### config.mk
export PLATFORM = sky130hd
export DESIGN_NAME = calc_port_responder
export DESIGN_NICKNAME = d
export VERILOG_FILES = /design/src/rtl/calc_pkg.sv /design/src/rtl/calc_alu.sv /design/src/rtl/calc_port_responder.sv
export SDC_FILE = /design/constraint.sdc
export NUM_CORES = 1
export LEC_CHECK = 0
export BUFFER_PORTS_ARGS = -buffer_cell sky130_fd_sc_hd__buf_4
export CAP_MARGIN = 20
export CELL_PAD_IN_SITES_DETAIL_PLACEMENT = 0
export CELL_PAD_IN_SITES_GLOBAL_PLACEMENT = 1
export CORE_ASPECT_RATIO = 1.4
export CORE_MARGIN = 4
export CORE_UTILIZATION = 43
export CTS_CLUSTER_DIAMETER = 80
export CTS_CLUSTER_SIZE = 20
export DETAILED_ROUTE_END_ITERATION = 8
export PLACE_DENSITY = 0.78
export SLEW_MARGIN = 20
export SYNTH_ARGS = -nofsm -noshare
export SYNTH_HDL_FRONTEND = slang
export SYNTH_SLANG_ARGS = --single-unit
### constraint.sdc
create_clock -name c_clk -period 2.9 [get_ports c_clk]
set_input_delay 0.58 -clock c_clk [delete_from_list [all_inputs] [get_ports c_clk]]
set_output_delay 0.58 -clock c_clk [all_outputs]
set_load 0.02 [all_outputs]
### src/rtl/calc_pkg.sv
// Shared definitions for the calculation port responder.
// Holds command/response encodings, the capture FSM state type, data widths,
// and the expected-response record used by the verification environment.
package calc_pkg;

    localparam int unsigned DATA_W = 32;
    localparam int unsigned CMD_W  = 4;
    localparam int unsigned RESP_W = 2;

    // Command encodings; every other non-zero value is an invalid command.
    typedef enum logic [CMD_W-1:0] {
        CMD_NOP = 4'd0,
        CMD_ADD = 4'd1,
        CMD_SUB = 4'd2,
        CMD_SHL = 4'd5,
        CMD_SHR = 4'd6
    } calc_cmd_e;

    // Response encodings; 2'd3 is never driven.
    typedef enum logic [RESP_W-1:0] {
        RESP_NONE = 2'd0,
        RESP_OK   = 2'd1,
        RESP_ERR  = 2'd2
    } calc_resp_e;

    // Command capture FSM.
    typedef enum logic {
        ST_IDLE = 1'b0,
        ST_OP2  = 1'b1
    } calc_state_e;

    // Expected response record for the testbench scoreboard.
    typedef struct packed {
        logic [RESP_W-1:0] resp;
        logic [DATA_W-1:0] data;
        logic [7:0]        tag;
        logic [31:0]       due;
    } calc_exp_t;

endpackage

### src/rtl/calc_alu.sv
// Combinational arithmetic unit for the calculation port responder.
// Ports:
//   cmd  - captured command
//   op1  - operand 1
//   op2  - operand 2 (only op2[4:0] matters for shifts)
//   resp - success / error code
//   data - result, forced to 0 on any error
module calc_alu
    import calc_pkg::*;
(
    input  logic [CMD_W-1:0]  cmd,
    input  logic [DATA_W-1:0] op1,
    input  logic [DATA_W-1:0] op2,
    output logic [RESP_W-1:0] resp,
    output logic [DATA_W-1:0] data
);

    logic [DATA_W:0] sum;

    // Extra bit exposes the carry out of bit 31.
    assign sum = {1'b0, op1} + {1'b0, op2};

    // Result select; anything not matched is reported as an error.
    always_comb begin
        resp = RESP_ERR;
        data = '0;
        case (calc_cmd_e'(cmd))
            CMD_ADD: begin
                if (!sum[DATA_W]) begin
                    resp = RESP_OK;
                    data = sum[DATA_W-1:0];
                end
            end
            CMD_SUB: begin
                if (op2 <= op1) begin
                    resp = RESP_OK;
                    data = op1 - op2;
                end
            end
            CMD_SHL: begin
                resp = RESP_OK;
                data = op1 << op2[4:0];
            end
            CMD_SHR: begin
                resp = RESP_OK;
                data = op1 >> op2[4:0];
            end
            default: begin
                resp = RESP_ERR;
                data = '0;
            end
        endcase
    end

endmodule

### src/rtl/calc_port_responder.sv
// Two-cycle command port with a fixed-latency response pipeline.
// A command cycle carries cmd/op1/tag, the following cycle carries op2; the
// result appears LATENCY cycles after the op2 cycle for exactly one cycle.
// Ports:
//   c_clk       - clock
//   reset       - asynchronous active-low reset
//   req_cmd_in  - command (0 = nop)
//   req_data_in - op1 in the command cycle, op2 in the following cycle
//   req_tag_in  - tag, sampled in the command cycle
//   out_resp    - 0 none, 1 success, 2 error (registered)
//   out_data    - result (registered, 0 when no response)
//   out_tag     - tag being answered (registered, 0 when no response)
//   proto_err   - same-cycle pulse on a protocol violation
module calc_port_responder
    import calc_pkg::*;
#(
    parameter int unsigned LATENCY = 3,
    parameter int unsigned TAG_W   = 2
)
(
    input  logic              c_clk,
    input  logic              reset,
    input  logic [CMD_W-1:0]  req_cmd_in,
    input  logic [DATA_W-1:0] req_data_in,
    input  logic [TAG_W-1:0]  req_tag_in,
    output logic [RESP_W-1:0] out_resp,
    output logic [DATA_W-1:0] out_data,
    output logic [TAG_W-1:0]  out_tag,
    output logic              proto_err
);

    localparam int unsigned NUM_TAGS = 1 << TAG_W;

    calc_state_e         state_q;
    calc_state_e         state_d;
    logic [CMD_W-1:0]    cmd_q;
    logic [DATA_W-1:0]   op1_q;
    logic [TAG_W-1:0]    tag_q;
    logic [NUM_TAGS-1:0] outst_q;
    logic [NUM_TAGS-1:0] outst_d;

    logic [RESP_W-1:0]   pipe_resp [LATENCY];
    logic [DATA_W-1:0]   pipe_data [LATENCY];
    logic [TAG_W-1:0]    pipe_tag  [LATENCY];

    logic                accept;
    logic                issue;
    logic                resp_fire;
    logic                tag_busy;
    logic [RESP_W-1:0]   alu_resp;
    logic [DATA_W-1:0]   alu_data;

    // A response leaving this cycle frees its tag for immediate re-issue.
    assign resp_fire = (out_resp != RESP_NONE);
    assign tag_busy  = outst_q[req_tag_in] && !(resp_fire && (out_tag == req_tag_in));
    assign issue     = (state_q == ST_OP2);

    // Capture FSM state register.
    always_ff @(posedge c_clk or negedge reset) begin
        if (!reset) begin
            state_q <= ST_IDLE;
        end else begin
            state_q <= state_d;
        end
    end

    // Capture FSM next state, command acceptance and violation detection.
    always_comb begin
        state_d   = state_q;
        accept    = 1'b0;
        proto_err = 1'b0;
        case (state_q)
            ST_IDLE: begin
                if (req_cmd_in != CMD_W'(CMD_NOP)) begin
                    if (tag_busy) begin
                        proto_err = 1'b1;
                    end else begin
                        accept  = 1'b1;
                        state_d = ST_OP2;
                    end
                end
            end
            ST_OP2: begin
                state_d   = ST_IDLE;
                proto_err = (req_cmd_in != CMD_W'(CMD_NOP));
            end
        endcase
    end

    // Command, operand 1 and tag capture.
    always_ff @(posedge c_clk or negedge reset) begin
        if (!reset) begin
            cmd_q <= '0;
            op1_q <= '0;
            tag_q <= '0;
        end else if (accept) begin
            cmd_q <= req_cmd_in;
            op1_q <= req_data_in;
            tag_q <= req_tag_in;
        end
    end

    // Outstanding-tag scoreboard; a set on re-issue wins over the clear.
    always_comb begin
        outst_d = outst_q;
        if (resp_fire) begin
            outst_d[out_tag] = 1'b0;
        end
        if (accept) begin
            outst_d[req_tag_in] = 1'b1;
        end
    end

    always_ff @(posedge c_clk or negedge reset) begin
        if (!reset) begin
            outst_q <= '0;
        end else begin
            outst_q <= outst_d;
        end
    end

    // Operand 2 is taken straight from the port in the OP2 cycle.
    calc_alu u_alu (
        .cmd  (cmd_q),
        .op1  (op1_q),
        .op2  (req_data_in),
        .resp (alu_resp),
        .data (alu_data)
    );

    // Delay line; empty slots carry all-zero so the last stage drives the outputs.
    always_ff @(posedge c_clk or negedge reset) begin
        if (!reset) begin
            for (int unsigned i = 0; i < LATENCY; i++) begin
                pipe_resp[i] <= '0;
                pipe_data[i] <= '0;
                pipe_tag[i]  <= '0;
            end
        end else begin
            pipe_resp[0] <= issue ? alu_resp : '0;
            pipe_data[0] <= issue ? alu_data : '0;
            pipe_tag[0]  <= issue ? tag_q    : '0;
            for (int unsigned i = 1; i < LATENCY; i++) begin
                pipe_resp[i] <= pipe_resp[i-1];
                pipe_data[i] <= pipe_data[i-1];
                pipe_tag[i]  <= pipe_tag[i-1];
            end
        end
    end

    assign out_resp = pipe_resp[LATENCY-1];
    assign out_data = pipe_data[LATENCY-1];
    assign out_tag  = pipe_tag[LATENCY-1];

endmodule

[Yosys cells after proc, flatten, opt, wreduce, memory -nomap -nowiden]
Index checks and enable logic that the tools add are counted.
Storage, ports and cells
  register bits after elaboration: 151
  input port bits: 40
Operators by class
  $add $sub $neg: 2
  $lt $le $gt $ge: 5
  equality and inequality tests: 5
  shifts and indexed selects: 2
  multiplexer cells: 24
  bitwise gates (word level): 4
  reductions and logical operators: 8
Operators with widths (count)
  $pmux W32 S4: 1
  $mux W32: 3
  $add A32 B32 Y33: 1
  $le A32 B32 Y1: 1
  $shl A32 B5 Y32: 1
  $shr A32 B5 Y32: 1
  $sub A32 B32 Y32: 1
  $eq A4 B3 Y1 const B: 2
  $mux W1: 8
  $mux W2: 4
  $mux W4: 2
  $lt A2 B3 Y1 const B: 2
  $pmux W2 S3: 1
  $and A4 B4 Y4: 1
  $demux W1 S2: 2
  $eq A4 B1 Y1 const B: 1
  $eq A4 B2 Y1 const B: 1
  $ge A2 B1 Y1 const B: 2
  $logic_and A1 B1 Y1: 4
  $not A4 Y4: 1
  $or A4 B4 Y4: 1
  $pmux W1 S2: 2
  $reduce_bool A4 Y1: 1
  $bmux W1 S2: 1
  other kinds (5): 5

[Longest topological paths before layout]
Gate-level depths: netlist of run 1.
  depth in word-level cells: 9
  mapped depth: 17
  gate-level depth less buffers: 12

[Modules after synthesis]
Synthesis of run 1 repeated with hierarchy kept, for this count alone.
Second synthesis, totals
  cell total of the unflattened synthesis: 1431
  area total of the unflattened synthesis: 11954.0 um2
Modules (own cells, without submodules)
  calc_alu: times used 1, cells each 1133, area each 7004.2 um2, sequential area each 0.0 um2
  calc_port_responder: times used 1, cells each 298, area each 4949.7 um2, sequential area each 3778.6 um2

[Worst setup path before layout of run 1]
No wires, ideal clock.
  path kind: input -> register
  from: input port req_data_in[2]
  to: register pipe_data[77] in the netlist's numbering
  setup time: 0.124 ns
  data arrival time: 3.986 ns
  path slack: -1.210 ns
  stages: 16
  cell sequence: inv_1 clkbuf_1 clkbuf_1 buf_1 ha_1 buf_2 nand2b_1 a21oi_1 o2111a_1 nor3_2 a21oi_1 or2_1 buf_2 and3_1 a311o_1 o31a_1
Between the ends
  word-level cells in the longest chain between the ends: 4
  elaborated cells between the ends (all ways): 9
  classes of those cells: 2 x add/sub; 1 x order compare; 2 x shift; 4 x mux
RTL lines
  from (decl): RTL line calc_port_responder.sv:24  | input logic [DATA_W-1:0] req_data_in,
  $sub A32 B32 Y32 (tied with other cells): RTL line calc_alu.sv:37  | data = op1 - op2;
  $mux W32, on equally long branches: RTL line calc_alu.sv:35, calc_alu.sv:29
  $pmux W32 S4 *: RTL line calc_alu.sv:27  | case (calc_cmd_e'(cmd))
  $mux W32 *: RTL line calc_port_responder.sv:141  | pipe_data[0] <= issue ? alu_data : '0;
  to (signal, indexed assignment): RTL line calc_port_responder.sv:145  | pipe_data[i] <= pipe_data[i-1];
  to (decl): RTL line calc_port_responder.sv:43  | logic [DATA_W-1:0] pipe_data [LATENCY];
Mark *: on every way between the ends. The rest lies on a longest branch, timed or not.
A chain may end at the register's enable or synchronous reset.

[Final worst setup path of run 1]
  from: register op1_q[0]
  to: register pipe_data[79] in the netlist's numbering
Between the ends
  word-level cells in the longest chain between the ends: 4
  elaborated cells between the ends (all ways): 9
  classes of those cells: 2 x add/sub; 1 x order compare; 2 x shift; 4 x mux
RTL lines
  from (decl): RTL line calc_port_responder.sv:37  | logic [DATA_W-1:0] op1_q;
  from (signal assigned): RTL line calc_port_responder.sv:98  | op1_q <= req_data_in;
  $sub A32 B32 Y32 (tied with other cells): RTL line calc_alu.sv:37
  $mux W32, on equally long branches: RTL line calc_alu.sv:35, calc_alu.sv:29
  $pmux W32 S4 *: RTL line calc_alu.sv:27
  $mux W32 *: RTL line calc_port_responder.sv:141
Marks and branches as above.

==> reports/results.ini, run 1 <==
[grt]
grt_pass1_vias=12517
grt_max_degree=74
gr-total-overflow=0
grt_pass1_wl_um=71900
grt_usage_pct=30.9
antenna_found_initial=0

[clocking]
cts_max_path_buffers=2
cts_hold_buf=0
htree_num_levels=4
tritoncts=built
clock_latency_ps=450
cts-root-buf=clkbuf_16
cts-buffers-inserted=17
path_clk_slew_ps=70
clock_sinks=151

[timing]
finalHoldViolations=0
setup_viol=19
finalCriticalPeriod_ps=2990
max_slew_margin_pct=48.2
fin_worst_skew_ps=12.5
tightest_slew_ps=776
timing.final.crit_share_pct=103
rsz0062_at_grt=yes
setup_slack_ps=-89.3
fin_setup_tns_ps=-852
max_freq_mhz=335
slew_viol_final=0

[setup_path]
r2r-end=pipe_data[79]$_DFF_PN0_
reg2reg_slack_ps=-90
crit_required_ps=3260
crit_chain=ha_2 > inv_2 > fa_2 > nor2_4 > o311ai_4 > nand3_2 > a211o_4 > o21ai_4 > o21ai_4 > o21a_4 > buf_12 > or3_4 > a31oi_2
start_kind=flop
worstSetupPathType=flop to flop
crit_fanout=7
reg2regPathDepth=13
cpPeakStageDelay_ps=400
cpMostUsedCell=o21ai_4
path_buf_inv=2
cp.arrival_ps=3350
crit_family=compound AO/OA/AOI/OAI gates
endpoint_kind=flop
r2r_start=op1_q[0]$_DFFE_PN0P_
slowest_stage=dfrtp_1

[finish]
layout.cells.most_common_list=buf_4, nor2_1, dfrtp_1
area_growth_syn_to_layout_pct=38.6
n_antenna_cell=0
fin_util_pct=60.4
drive_gt1_share_pct=37.6
layout.nets=1858
final_common_cell=buf_4

[synthesis]
synthTopCellsByArea=dfrtp_1, ha_1, nor2_1, a21oi_1, mux2_2
yosysSeqAreaShare_pct=31.4
synth_area_leader_cell=dfrtp_1
synthCells=1399
syn_area_sq_mm=0.0120
synth_fa_ha_area_share_pct=7.10
ys_ff_latch=151
synthSimpleGateAreaFrac_pct=15.4
muxShareOfSynthArea_pct=13.3
synth_xor_area_share_pct=2.77
synth_top_area_share_pct=31.4
synth_top_family_by_area=compound AO/OA/AOI/OAI gates
async_flop_share_pct=100
ys.flop_type=dfrtp_1
synth.avg_cell_area_sq_um=8.59
synth.distinct_cells=81
synth-edff-count=0
synth_compound_area_share_pct=22.4
ys_warn_count=0
syn_nets=1506

[die]
core-area_sq_mm=0.0276
start_util_pct=43.6
die_h_um=206
die_w_um=149
die_area_sq_mm=0.0307
row_count=72
pin_count=77

[power_and_ir_drop]
pwr-share-clk_pct=11.8
power_mw=18.1
p_sw_mw=8.21
pwr-share-seq_pct=17.1
p_int_mw=9.90
p_sw_share_pct=45.3
power_density_mw_per_mm2=1090
max-vdd-ir-drop_v=0.000514
p_comb_share_pct=71.1
power_leakage_nw=7.75

[detailed_routing]
route.met3.wl_um=2170
dr_wl_met2_um=24500
wirelength_met1_um=18000
routedWlPerCell_um=22.5
drc_errors=0
viasPerCell=5.84
firstDrtPassIters=6
drtIter0Drc=970
wirelength_um=47900
vias=12467
antenna_left=0
top_layer=met4

[min_path]
hp-class=input pin to async pin

[placed_design]
routabilityCongestion=1.01
dp_hpwl_um=36900
io_buffer_count=76

[run_status]
status=finished, violations left
violations=setup timing

[run]
cap_violations=0

## how the worst max path moves through the flow
stage,from,endpoint,cells after the start
global route,op1_q[0]$_DFFE_PN0P_,pipe_data[83]$_DFF_PN0_,16
finish,op1_q[0]$_DFFE_PN0P_,pipe_data[79]$_DFF_PN0_,13
detailed placement,req_data_in[4],pipe_data[95]$_DFF_PN0_,13
global placement,req_data_in[0],pipe_data[86]$_DFF_PN0_,15
CTS,op1_q[2]$_DFFE_PN0P_,pipe_data[95]$_DFF_PN0_,13
floorplan,req_data_in[2],pipe_data[94]$_DFF_PN0_,17
## worst register-to-register path, delay by kind of cell, from the launching register on
kind / cells / cell delay (ps)
AO/OA/AOI/OAI: 6 / 1370
AND/OR/NAND/NOR: 3 / 530
adder cells (fa/ha/maj): 2 / 410
flip-flops: 1 / 400
buffers and inverters: 2 / 200
## sequential cells by signal, indices dropped and copies added, names as in the netlist
signal     count
cmd_q          4
issue          1
op1_q         32
out_data      32
out_resp       2
out_tag        2
outst_q        4
pipe_data     64
pipe_resp      4
pipe_tag       4
tag_q          2
## Yosys cell counts (11+ instances only)
master	instances
a21o_1	14
nor2_1	170
o21ai_0	69
mux2_2	50
nor3_1	35
buf_1	11
xnor2_1	32
buf_4	36
o31a_1	14
nor2b_1	12
ha_1	65
a21oi_1	123
inv_1	73
nand3_1	21
a31oi_1	22
buf_2	17
nand2b_1	12
o22ai_1	24
a211oi_1	21
or3_1	12
o211ai_1	11
mux2i_1	54
nand2_1	101
clkbuf_1	59
o21bai_1	13
dfrtp_1	151
mux4_2	22
## power by group through the flow
stage / sequential, mW / combinational [mW] / clock (mW)
4_1_cts: 3.09 / 12.4 / 2.18
5_1_grt: 3.15 / 13.7 / 2.26
2_1_floorplan: 3.18 / 6.30 / 0
3_3_place_gp: 3.08 / 11.8 / 0
6_report: 3.09 / 12.9 / 2.14
3_5_place_dp: 3.12 / 11.8 / 0
## logic make-up after synthesis
family | after synthesis
buffers and inverters | 199
muxes | 126
and+or+nand+nor | 409
AOI/OAI and AO/OA | 409
xor gates and xnor gates | 38
DFF | 151
adders and majority gates | 67
## layout make-up
type / count / area [sq um]
multi-input combinational: 1049 / 7910
clock inverter: 14 / 115
clock buffer: 18 / 439
fill: 2501 / 10900
tap: 370 / 463
sequential: 151 / 3780
timing repair buffer: 458 / 3650
inverter: 74 / 307
## layer usage
layer  global-route usage [%]  vias up
met5                        0        -
met1                     35.3     6081
met3                     3.50      150
met2                     55.0      512
met4                     18.5        0
li1                         -     5724
## metrics by stage
step,worst slack (ps),cells,hold slack (ps),instance area (sq um)
floorplan,-445,1399,284,12300
global placement,-597,2087,331,15400
detailed placement,-598,2087,335,15400
CTS,-112,2129,105,16400
global route,-167,2134,120,16700
finish,-89.3,2134,82.6,16700
## timing repair
item,CTS,global route
pin swaps,41,28
endpoints found under the setup margin,34,32
resized for setup,58,49
setup buffers,10,5
gates cloned,1,2
Note: power is estimated with default switching activity, not from simulation.
==> inputs of run 2 (changes only) <==
--- a/config.mk
+++ b/config.mk
@@ -15,7 +15,8 @@
 export CTS_CLUSTER_DIAMETER = 80
 export CTS_CLUSTER_SIZE = 20
 export DETAILED_ROUTE_END_ITERATION = 8
-export PLACE_DENSITY = 0.78
+export PLACE_DENSITY = 0.88
+export RECOVER_POWER = 25
 export SLEW_MARGIN = 20
 export SYNTH_ARGS = -nofsm -noshare
 export SYNTH_HDL_FRONTEND = slang
==> run 2 against run 1 <==
Compared with the run above:
- the flow finishes with violations (capacitance limit, slew limit, setup timing)
- largest cell class unchanged
- routed wire length rose by 0.94%
- first-iteration DRC count is 2.8% higher
- cell area rose by 2.0%
- clock power up 14%
- critical path depth rose by 1
- critical endpoint is now pipe_data[91]$_DFF_PN0_
- global-route usage grew 0.59 points
- die area stayed put
- via count up 0.45%
- setup slack got worse by 10 ps
- sequential share of layout area shrank 0.45 points
- maximum frequency shrank 0.34%
- sequential power rose by 1%
==> reports/results.ini, run 2 (synthesized netlist as in run 1, its figures left out) <==
[power_and_ir_drop]
power_density_mw_per_mm2=1120  ; +3.0%
power_leakage_nw=7.94  ; +2.4%
max-vdd-ir-drop_v=0.000652  ; +27%
power_mw=19.0  ; +5.1%

[clocking]
tritoncts=built
cts-buffers-inserted=17  ; unchanged
htree_num_levels=4  ; unchanged
cts_hold_buf=0  ; unchanged
clock_latency_ps=450  ; about the same
cts_max_path_buffers=2  ; unchanged
cts-root-buf=clkbuf_16
path_clk_slew_ps=60  ; about the same
clock_sinks=151  ; unchanged

[timing]
max_slew_margin_pct=-19.5  ; -68 points
finalHoldViolations=0  ; unchanged
fin_setup_tns_ps=-610  ; +242 ps
fin_worst_skew_ps=12.3  ; -0.175 ps
timing.final.crit_share_pct=103  ; +0.36 points
rsz0062_at_grt=yes
setup_viol=15  ; -4
max_freq_mhz=333  ; -0.34%
finalCriticalPeriod_ps=3000  ; +10.3 ps
tightest_slew_ps=1790  ; +1020 ps
setup_slack_ps=-99.6  ; -10.3 ps
whs_ps=347  ; +265 ps
slew_viol_final=64  ; +64

[run_status]
status=finished, violations left
violations=capacitance limit, slew limit, setup timing

[placed_design]
dp_hpwl_um=37700  ; +2.1%
routabilityCongestion=0.942  ; -6.3%
io_buffer_count=76  ; unchanged

[grt]
grt_pass1_vias=12597  ; +0.64%
grt_max_degree=73  ; -1.4%
gr-total-overflow=0  ; unchanged
grt_usage_pct=31.5  ; +0.59 points
grt_pass1_wl_um=73000  ; +1.5%
antenna_found_initial=0  ; unchanged

[setup_path]
reg2regPathDepth=14  ; +1
endpoint_kind=flop
crit_required_ps=3240  ; -20 ps
start_kind=flop
cp.arrival_ps=3340  ; about the same
crit_fanout=5  ; -2
r2r-end=pipe_data[91]$_DFF_PN0_
r2r_start=op1_q[0]$_DFFE_PN0P_
reg2reg_slack_ps=-100  ; about the same
worstSetupPathType=flop to flop

[finish]
top_register=pipe_data
layout.nets=1880  ; +1.2%
layout.cells.most_common_list=buf_4, nor2_1, dfrtp_1
n_antenna_cell=0  ; unchanged
fin_util_pct=61.7  ; +1.2 points
area.sequential_sq_mm=0.00378  ; about the same
final_common_cell=buf_4
drive_gt1_share_pct=39.1  ; +1.4 points
largest_reg_flops=64  ; unchanged
fillCellCount=2426  ; -3.0%
area_growth_syn_to_layout_pct=41.4
multi_input_area_sq_mm=0.00806  ; +1.9%

[detailed_routing]
viasPerCell=5.82  ; -0.44%
antenna_left=0  ; unchanged
vias=12523  ; +0.45%
drc_errors=0  ; unchanged
routedWlPerCell_um=22.5  ; about the same
wirelength_um=48400  ; +0.94%
firstDrtPassIters=5  ; -1
drtIter0Drc=997  ; +2.8%

[die]
core-area_sq_mm=0.0276  ; unchanged
row_count=72  ; unchanged
pin_count=77  ; unchanged
die_h_um=206  ; unchanged
start_util_pct=43.6  ; unchanged
die_w_um=149  ; unchanged
die_area_sq_mm=0.0307  ; unchanged

[min_path]
hp-class=flop to flop
worstHoldStart=pipe_data[35]$_DFF_PN0_
holdPathStages=0
min_to=out_data[3]$_DFF_PN0_

[run]
cap_violations=1  ; +1

-- run 2: cell count changes in the layout (fill, tap and decap cells not counted), moves of 5 or more --
cell / previous run / this run
a31oi_4: 0 / 5
buf_4: 433 / 458
ha_2: 7 / 2
o21ai_0: 62 / 57
bufinv_16: 0 / 5
-- run 2: critical path, cell delays in order (launching register included) --
cell and delay (ps):
dfrtp_1 390, ha_2 200, inv_2 50, fa_2 220, nor2_4 50, o311ai_4 310, nand3_2 150, a211o_1 400
o21ai_4 210, o21ai_4 100, o21ai_4 190, buf_12 140, buf_8 100, nand2b_4 50, a221oi_4 320
-- run 2: routing by layer --
| layer | wire, um | up-vias | GRT usage [%] |
|---|---|---|---|
| li1 | - | 5769 | - |
| met1 | 18700 | 6132 | 36.7 |
| met2 | 24500 | 470 | 55.0 |
| met3 | 2110 | 152 | 4.52 |
| met4 | 3080 | 0 | 17.8 |
| met5 | 0 | - | 0 |
-- run 2: layout make-up --
type                            instances  share of cell area, %
Multi-Input combinational cell       1049                   47.4
Sequential cell                       151                   22.2
Timing Repair Buffer                  480                   22.1
Tap cell                              370                   2.72
Clock buffer                           20                   2.69
Inverter                               74                   1.82
Clock inverter                          9                   1.03
-- run 2: how the worst max path moves through the flow --
| stage | start | end | depth (start not counted) |
|---|---|---|---|
| after floorplan | req_data_in[2] | pipe_data[94]$_DFF_PN0_ | 17 |
| after global placement | req_data_in[10] | pipe_data[91]$_DFF_PN0_ | 11 |
| after detailed placement | req_data_in[10] | pipe_data[91]$_DFF_PN0_ | 11 |
| after CTS | op1_q[0]$_DFFE_PN0P_ | pipe_data[91]$_DFF_PN0_ | 14 |
| after global routing | op1_q[0]$_DFFE_PN0P_ | pipe_data[91]$_DFF_PN0_ | 14 |
| final | op1_q[0]$_DFFE_PN0P_ | pipe_data[91]$_DFF_PN0_ | 14 |
-- run 2: repair_timing --
item / CTS / global route
setup endpoints to repair: 33 / 33
gates resized for setup: 47 / 87
endpoints found under the hold margin: 0 / 0
pin swaps: 28 / 50
setup buffers: 9 / 20
-- run 2: where the power goes --
part	leakage, nW	internal [mW]	switching (mW)
Clock	0.304	1.55	0.880
Combinational	5.64	6.41	7.05
Sequential	1.99	2.71	0.416
Total	7.94	10.7	8.35
-- run 2: through the flow --
stage / instance area [sq um] / std cells / worst slack (ps)
global placement: 15500 / 2097 / -552
finish: 17000 / 2153 / -99.6
CTS: 16400 / 2134 / -39.8
floorplan: 12300 / 1399 / -445
global route: 17000 / 2153 / -201
detailed placement: 15500 / 2097 / -579
